File: config.mk
export PLATFORM = sky130hd
export DESIGN_NAME = hssl_link_monitor_flat
export DESIGN_NICKNAME = d
export VERILOG_FILES = /design/src/rtl/hssl_pkg.sv /design/src/rtl/hssl_link_monitor_if.sv /design/src/rtl/bit_synchronizer.sv /design/src/rtl/sat_counter.sv /design/src/rtl/hssl_link_monitor.sv /design/src/flat_wrapper.sv
export SDC_FILE = /design/constraint.sdc
export NUM_CORES = 1
export LEC_CHECK = 0
export ABC_AREA = 1
export CAP_MARGIN = 5
export CORE_MARGIN = 2
export CORE_UTILIZATION = 52
export CTS_CLUSTER_DIAMETER = 200
export DETAILED_ROUTE_END_ITERATION = 10
export HOLD_SLACK_MARGIN = 0.12
export PLACE_DENSITY = 0.76
export SLEW_MARGIN = 10
export SYNTH_ARGS = -nofsm -noshare
export SYNTH_HDL_FRONTEND = slang
export SYNTH_SLANG_ARGS = --single-unit
File: constraint.sdc
create_clock -name clk -period 1.85 [get_ports clk]
set_input_delay 0.37 -clock clk [delete_from_list [all_inputs] [get_ports clk]]
set_output_delay 0.37 -clock clk [all_outputs]
set_load 0.02 [all_outputs]
File: src/rtl/hssl_pkg.sv
// Shared types and constants for the HSSL link monitor.
package hssl_pkg;

  localparam int unsigned FRM_W = 32;
  localparam int unsigned DEC_W = 16;

  typedef logic [1:0] link_state_t;

  localparam link_state_t LS_DOWN = 2'd0;
  localparam link_state_t LS_SYNC = 2'd1;
  localparam link_state_t LS_UP   = 2'd2;

  // A frame is good when it is strobed and its CRC passed.
  function automatic logic is_good(input logic vld, input logic err);
    return vld & ~err;
  endfunction

endpackage

File: src/rtl/hssl_link_monitor_if.sv
// Receive-side status inputs and published link/counter outputs of the link monitor.
interface hssl_link_monitor_if;
  import hssl_pkg::*;

  logic              rx_aligned;
  logic              frame_vld;
  logic              frame_err;
  logic              dec_err;
  logic              clear_async;
  link_state_t       link_state;
  logic [FRM_W-1:0]  frames_snap;
  logic [FRM_W-1:0]  errs_snap;
  logic [DEC_W-1:0]  dec_snap;
  logic [DEC_W-1:0]  loss_snap;
  logic              snap_tgl;

  modport master (
    output rx_aligned, frame_vld, frame_err, dec_err, clear_async,
    input  link_state, frames_snap, errs_snap, dec_snap, loss_snap, snap_tgl
  );

  modport slave (
    input  rx_aligned, frame_vld, frame_err, dec_err, clear_async,
    output link_state, frames_snap, errs_snap, dec_snap, loss_snap, snap_tgl
  );

endinterface

File: src/rtl/bit_synchronizer.sv
// Two-flop single-bit synchroniser into the clk domain.
module bit_synchronizer (
  input  logic clk,
  input  logic resetn,
  input  logic i_d,
  output logic o_q
);

  (* ASYNC_REG = "TRUE", DONT_TOUCH = "TRUE" *) logic [1:0] r_sync;

  // shift the asynchronous level through two flops
  always_ff @(posedge clk) begin
    if (!resetn) r_sync <= '0;
    else         r_sync <= {r_sync[0], i_d};
  end

  assign o_q = r_sync[1];

endmodule

File: src/rtl/sat_counter.sv
// Saturating up-counter with clear priority; exposes the value it will load next
// so snapshots can include a same-cycle increment.
module sat_counter #(
  parameter int unsigned W = 32
) (
  input  logic         clk,
  input  logic         resetn,
  input  logic         i_inc,
  input  logic         i_clr,
  output logic [W-1:0] o_q_nxt
);

  logic [W-1:0] r_q;
  logic [W-1:0] w_nxt;

  // next value: clear wins, otherwise increment until all-ones
  always_comb begin
    w_nxt = r_q;
    if (i_clr)                 w_nxt = '0;
    else if (i_inc && !(&r_q)) w_nxt = r_q + W'(1);
  end

  // live count register
  always_ff @(posedge clk) begin
    if (!resetn) r_q <= '0;
    else         r_q <= w_nxt;
  end

  assign o_q_nxt = w_nxt;

endmodule

File: src/rtl/hssl_link_monitor.sv
// HSSL receive link-health monitor: link FSM, saturating counters with
// synchronised clear, and periodic snapshots held stable for a full period.
module hssl_link_monitor
  import hssl_pkg::*;
#(
  parameter int unsigned SNAP_LOG2   = 16,
  parameter int unsigned GOOD_THRESH = 8,
  parameter int unsigned ERR_THRESH  = 4
) (
  input logic               clk,
  input logic               resetn,
  hssl_link_monitor_if.slave lnk
);

  link_state_t          r_state;
  logic [7:0]           r_good_run;
  logic [7:0]           r_bad_run;
  logic                 r_clr_d;
  logic [SNAP_LOG2-1:0] r_per;
  logic                 r_tgl;
  logic [FRM_W-1:0]     r_frames_snap;
  logic [FRM_W-1:0]     r_errs_snap;
  logic [DEC_W-1:0]     r_dec_snap;
  logic [DEC_W-1:0]     r_loss_snap;

  logic                 w_good;
  logic                 w_bad;
  logic                 w_loss;
  logic                 w_clr_sync;
  logic                 w_clr_edge;
  logic                 w_wrap;
  logic [7:0]           w_good_nxt;
  logic [7:0]           w_bad_nxt;
  logic [FRM_W-1:0]     w_frm_nxt;
  logic [FRM_W-1:0]     w_err_nxt;
  logic [DEC_W-1:0]     w_dec_nxt;
  logic [DEC_W-1:0]     w_loss_nxt;

  assign w_good     = is_good(lnk.frame_vld, lnk.frame_err);
  assign w_bad      = lnk.frame_vld & lnk.frame_err;
  assign w_loss     = (r_state == LS_UP) & ~lnk.rx_aligned;
  assign w_good_nxt = r_good_run + 8'd1;
  assign w_bad_nxt  = r_bad_run + 8'd1;
  assign w_wrap     = &r_per;

  // link state machine with good/bad run counters
  always_ff @(posedge clk) begin
    if (!resetn) begin
      r_state    <= LS_DOWN;
      r_good_run <= '0;
      r_bad_run  <= '0;
    end else begin
      case (r_state)
        LS_DOWN: begin
          if (lnk.rx_aligned) begin
            r_state    <= LS_SYNC;
            r_good_run <= '0;
          end
        end
        LS_SYNC: begin
          if (!lnk.rx_aligned) begin
            r_state <= LS_DOWN;
          end else if (w_bad) begin
            r_good_run <= '0;
          end else if (w_good) begin
            r_good_run <= w_good_nxt;
            if (w_good_nxt == 8'(GOOD_THRESH)) begin
              r_state   <= LS_UP;
              r_bad_run <= '0;
            end
          end
        end
        LS_UP: begin
          if (!lnk.rx_aligned) begin
            r_state <= LS_DOWN;
          end else if (w_bad) begin
            r_bad_run <= w_bad_nxt;
            if (w_bad_nxt == 8'(ERR_THRESH)) begin
              r_state    <= LS_SYNC;
              r_good_run <= '0;
            end
          end else if (w_good) begin
            r_bad_run <= '0;
          end
        end
        default: r_state <= LS_DOWN;
      endcase
    end
  end

  bit_synchronizer u_clr_sync (
    .clk    (clk),
    .resetn (resetn),
    .i_d    (lnk.clear_async),
    .o_q    (w_clr_sync)
  );

  // remember the synchronised clear level for rising-edge detection
  always_ff @(posedge clk) begin
    if (!resetn) r_clr_d <= 1'b0;
    else         r_clr_d <= w_clr_sync;
  end

  assign w_clr_edge = w_clr_sync & ~r_clr_d;

  sat_counter #(.W(FRM_W)) u_frm_cnt (
    .clk(clk), .resetn(resetn), .i_inc(w_good), .i_clr(w_clr_edge), .o_q_nxt(w_frm_nxt)
  );
  sat_counter #(.W(FRM_W)) u_err_cnt (
    .clk(clk), .resetn(resetn), .i_inc(w_bad), .i_clr(w_clr_edge), .o_q_nxt(w_err_nxt)
  );
  sat_counter #(.W(DEC_W)) u_dec_cnt (
    .clk(clk), .resetn(resetn), .i_inc(lnk.dec_err), .i_clr(w_clr_edge), .o_q_nxt(w_dec_nxt)
  );
  sat_counter #(.W(DEC_W)) u_loss_cnt (
    .clk(clk), .resetn(resetn), .i_inc(w_loss), .i_clr(w_clr_edge), .o_q_nxt(w_loss_nxt)
  );

  // free-running period counter; on wrap publish the counters' next values
  always_ff @(posedge clk) begin
    if (!resetn) begin
      r_per         <= '0;
      r_tgl         <= 1'b0;
      r_frames_snap <= '0;
      r_errs_snap   <= '0;
      r_dec_snap    <= '0;
      r_loss_snap   <= '0;
    end else begin
      r_per <= r_per + SNAP_LOG2'(1);
      if (w_wrap) begin
        r_frames_snap <= w_frm_nxt;
        r_errs_snap   <= w_err_nxt;
        r_dec_snap    <= w_dec_nxt;
        r_loss_snap   <= w_loss_nxt;
        r_tgl         <= ~r_tgl;
      end
    end
  end

  assign lnk.link_state  = r_state;
  assign lnk.frames_snap = r_frames_snap;
  assign lnk.errs_snap   = r_errs_snap;
  assign lnk.dec_snap    = r_dec_snap;
  assign lnk.loss_snap   = r_loss_snap;
  assign lnk.snap_tgl    = r_tgl;

endmodule

File: src/flat_wrapper.sv
// flat-port wrapper written by rule: the top's interface ports become plain ports
module hssl_link_monitor_flat import hssl_pkg::*;
#(
  parameter int unsigned SNAP_LOG2   = 16,
  parameter int unsigned GOOD_THRESH = 8,
  parameter int unsigned ERR_THRESH  = 4
)
  (clk, resetn, lnk_rx_aligned, lnk_frame_vld, lnk_frame_err, lnk_dec_err, lnk_clear_async, lnk_link_state, lnk_frames_snap, lnk_errs_snap, lnk_dec_snap, lnk_loss_snap, lnk_snap_tgl);
  hssl_link_monitor_if lnk_i ();
  input logic clk;
  input logic resetn;
  input wire logic [$bits(lnk_i.rx_aligned)-1:0] lnk_rx_aligned;
  input wire logic [$bits(lnk_i.frame_vld)-1:0] lnk_frame_vld;
  input wire logic [$bits(lnk_i.frame_err)-1:0] lnk_frame_err;
  input wire logic [$bits(lnk_i.dec_err)-1:0] lnk_dec_err;
  input wire logic [$bits(lnk_i.clear_async)-1:0] lnk_clear_async;
  output wire logic [$bits(lnk_i.link_state)-1:0] lnk_link_state;
  output wire logic [$bits(lnk_i.frames_snap)-1:0] lnk_frames_snap;
  output wire logic [$bits(lnk_i.errs_snap)-1:0] lnk_errs_snap;
  output wire logic [$bits(lnk_i.dec_snap)-1:0] lnk_dec_snap;
  output wire logic [$bits(lnk_i.loss_snap)-1:0] lnk_loss_snap;
  output wire logic [$bits(lnk_i.snap_tgl)-1:0] lnk_snap_tgl;
  assign lnk_i.rx_aligned = lnk_rx_aligned;
  assign lnk_i.frame_vld = lnk_frame_vld;
  assign lnk_i.frame_err = lnk_frame_err;
  assign lnk_i.dec_err = lnk_dec_err;
  assign lnk_i.clear_async = lnk_clear_async;
  assign lnk_link_state = lnk_i.link_state;
  assign lnk_frames_snap = lnk_i.frames_snap;
  assign lnk_errs_snap = lnk_i.errs_snap;
  assign lnk_dec_snap = lnk_i.dec_snap;
  assign lnk_loss_snap = lnk_i.loss_snap;
  assign lnk_snap_tgl = lnk_i.snap_tgl;
  hssl_link_monitor #(.SNAP_LOG2(SNAP_LOG2), .GOOD_THRESH(GOOD_THRESH), .ERR_THRESH(ERR_THRESH)) u_core (.clk(clk), .resetn(resetn), .lnk(lnk_i));
endmodule
==> impl_metrics.py <==
metrics = {
    "synth": {
        "synth_edf_count": 0,
        "netlist.top_cell.by_area": "dfxtp_1",
        "synth_top_area_share_pct": 40.8,
        "syn-mean-instance-area_um2": 6.81,
        "async_reset_ff_share_pct": 0,
        "synth_ff_type": "dfxtp_1",
        "yosysWarnings": 0,
        "yosysUniqueCellTypes": 41,
        "synthTopCellsByArea": "dfxtp_1 41%, nand2_1 14%, nor2_1 8.2%",
        "seq_area_frac_synth_pct": 40.8,
        "synth_area_um2": 11300,
        "synth_seq_cells": 230,
        "syn-num-nets": 1673,
        "synth_cells": 1658,
    },
    "cts": {
        "numClockSinks": 230,
        "htree_levels": 1,
        "cts_tree": "done",
        "clk_pin_slew_worst_paths_ps": 60,
        "cts_root_buf": "clkbuf_16",
        "clk_latency_ps": 520,
        "numCtsBuffers": 25,
        "clock_path_buffers": 3,
    },
    "detailed_routing": {
        "post-route-drc-count": 0,
        "via_per_inst": 5.54,
        "ant_nets": 0,
        "drt_iter0_markers": 971,
        "top_layer": "met4",
        "firstDrtPassIters": 6,
        "vias": 12200,
        "wire_per_inst_um": 16.7,
        "wl_met3_mm": 2.53,
        "drt_wl_total_mm": 36.9,
        "dr_wl_met2_mm": 17.7,
        "met1_length_mm": 15.4,
    },
    "floorplanning": {
        "die_w_um": 151,
        "num_rows": 53,
        "coreArea_um2": 21200,
        "start_util_pct": 53.3,
        "die_h_um": 151,
        "num_io_pins": 106,
        "dieArea_um2": 22900,
    },
    "placed_design": {
        "io_buffers": 105,
        "routabilityCongestion": 1.02,
        "dp_hpwl_mm": 23.0,
        "dp_cells": 2126,
    },
    "layout": {
        "stdcell_count": 2207,
        "antenna_cells": 0,
        "nets": 1934,
        "regArea_um2": 4630,
        "fillers": 1525,
        "final_common_cell": "nand2_1",
        "mostFrequentLayoutCells": "394 x nand2_1, 214 x nor2_1, 211 x dfxtp_1, 160 x buf_4, 112 x inv_1",
        "syn_to_final_growth_pct": 43.1,
        "drive_above_1_share_pct": 26.1,
        "multi_input_area_um2": 6650,
    },
    "pwr": {
        "power_frac_clock_pct": 45.0,
        "p_sw_w": 0.00286,
        "leakagePower_nw": 7.19,
        "combPwrFrac_pct": 10.7,
        "pwr-share-seq_pct": 44.3,
        "p_total_w": 0.0117,
        "power_density_nw_per_um2": 722,
        "internal-power_w": 0.00880,
        "peakVddDrop_v": 0.000574,
        "swShare_pct": 24.5,
    },
    "worst_setup_path": {
        "critPathCaptureType": "register",
        "worst-endpoint-arrival_ps": 2410,
        "cp_slowest_cell": "dfxtp_4",
        "path_cells": "ha_4 > nand2_1 > nor2_1 > nand3_2 > nor2_2 > nand4_1 > o21bai_4 > buf_12 > buf_6 > nand3_2 > nand2_1 > nor2_1",
        "cp.required_ps": 2250,
        "startpoint_type": "register",
        "rr_startpoint": "u_core.r_good_run[1]",
        "path_max_fanout": 7,
        "critPathLaunch": "u_core.r_good_run[1]",
        "cpPeakStageDelay_ps": 370,
        "worst-setup-path-type": "register to register",
    },
    "grt": {
        "grt_antenna_before_repair": 0,
        "grt_util_all_layers_pct": 28.9,
        "overflow": 0,
        "grt_pass1_wl_mm": 53.8,
        "grt_max_degree": 46,
        "grt_pass1_vias": 11100,
    },
    "timing": {
        "finalSetupViolations": 99,
        "tns_ps": -7640,
        "slew_headroom_pct": 55.8,
        "tightest_slew_ps": 659,
        "slew_violations": 0,
        "skew_ps": 10.6,
        "hold_viol_final": 0,
        "finalCritPeriodShare_pct": 109,
        "holdWs_ps": 354,
        "fmax_ghz": 0.498,
        "finalCriticalPeriod_ps": 2010,
        "rsz0062_at_grt": "yes",
        "setup_slack_ps": -160,
    },
    "status": {
        "violations": "negative setup slack",
        "outcome": "finished with violations",
    },
    "job": {
        "drv_cap": 0,
    },
    "hold_path": {
        "hold_class": "primary input to register",
        "min_from": "resetn",
    },
}
-- power by group through the flow --
stage          clock [W]  combinational, W  sequential, W
2_1_floorplan          0          0.000571        0.00524
3_3_place_gp           0          0.000933        0.00523
3_5_place_dp           0          0.000953        0.00523
4_1_cts          0.00529          0.000969        0.00513
5_1_grt          0.00551           0.00133        0.00517
6_report         0.00524           0.00125        0.00517
-- critical path, delay by kind of cell, from the launching register on --
kind	cells	cell delay, ps
buf+inv	2	260
compound gates	1	260
flops	1	370
simple gates	8	830
fa+ha+maj	1	170
-- through the flow --
stage          setup WS (ps)  util (%)  area [um^2]
2_1_floorplan           5.58         -        11300
3_3_place_gp            -169      65.1        13800
3_5_place_dp            -202      65.1        13800
4_1_cts                -64.3      70.4        14900
5_1_grt                 -247      76.3        16100
6_report                -160      76.3        16100
-- final cells by class --
class / instances / area share, %
multi-input combinational: 1225 / 41.2
sequential: 230 / 28.7
timing repair buffer: 308 / 19.6
clock buffer: 30 / 4.18
inverter: 129 / 3.07
tap: 275 / 2.13
clock inverter: 10 / 1.10
-- synth_stat cells, types with 17 or more instances --
cell type  count
a21oi_1      109
nand2_1      417
o21ai_0      130
nand3_1      115
xor2_1        19
clkbuf_1      36
inv_1        118
nor2_1       247
nand4_1       17
dfxtp_1      230
nor3_1        37
buf_2         27
-- final timing paths --
| check | endpoint | slack, ps | cells past startpoint |
|---|---|---|---|
| worst max-delay path | u_core.r_bad_run[0] | -160 | 12 |
| worst max register to register | u_core.r_bad_run[0] | -160 | 12 |
| worst min-delay path | u_core.r_good_run[7] | 350 | 3 |
| worst min register to register | u_core.u_clr_sync.r_sync[1] | 420 | 2 |
-- sequential cells by signal (all words and copies together) (netlist names), 8 cells and up --
name,count
u_core.u_frm_cnt.r_q,32
u_core.lnk.dec_snap,16
u_core.r_per,16
u_core.r_good_run,8
u_core.lnk.frames_snap,32
u_core.r_bad_run,8
u_core.u_err_cnt.r_q,32
u_core.lnk.loss_snap,16
u_core.u_dec_cnt.r_q,16
u_core.u_loss_cnt.r_q,16
u_core.lnk.errs_snap,32
-- what timing repair did --
| action | in CTS | in global routing |
|---|---|---|
| gates resized for setup | 79 | 302 |
| setup endpoints to repair | 148 | 238 |
| buffers inserted | 9 | 21 |
| endpoints found under the hold margin | 0 | 0 |
| cloned | 3 | 10 |
| pin swaps | 17 | 85 |
| hold buffers | 0 | 0 |
-- logic make-up (layout without fill, tap and decap cells) --
family | Yosys count | count (layout) | synth area share [%]
DFF | 230 | 230 | 40.8
and+or+nand+nor | 891 | 892 | 34.0
AOI/OAI and AO/OA | 297 | 297 | 14.7
adders and majority gates | 8 | 8 | 0.887
xor gates and xnor gates | 28 | 28 | 2.17
buffers and inverters | 204 | 477 | 7.45
-- routing by layer --
layer	up-vias	track usage [%]
met5	-	0
met4	0	9.11
met3	111	4.13
met2	459	49.6
met1	5735	37.6
li1	5922	-
Note: power is estimated with default switching activity, not from simulation.
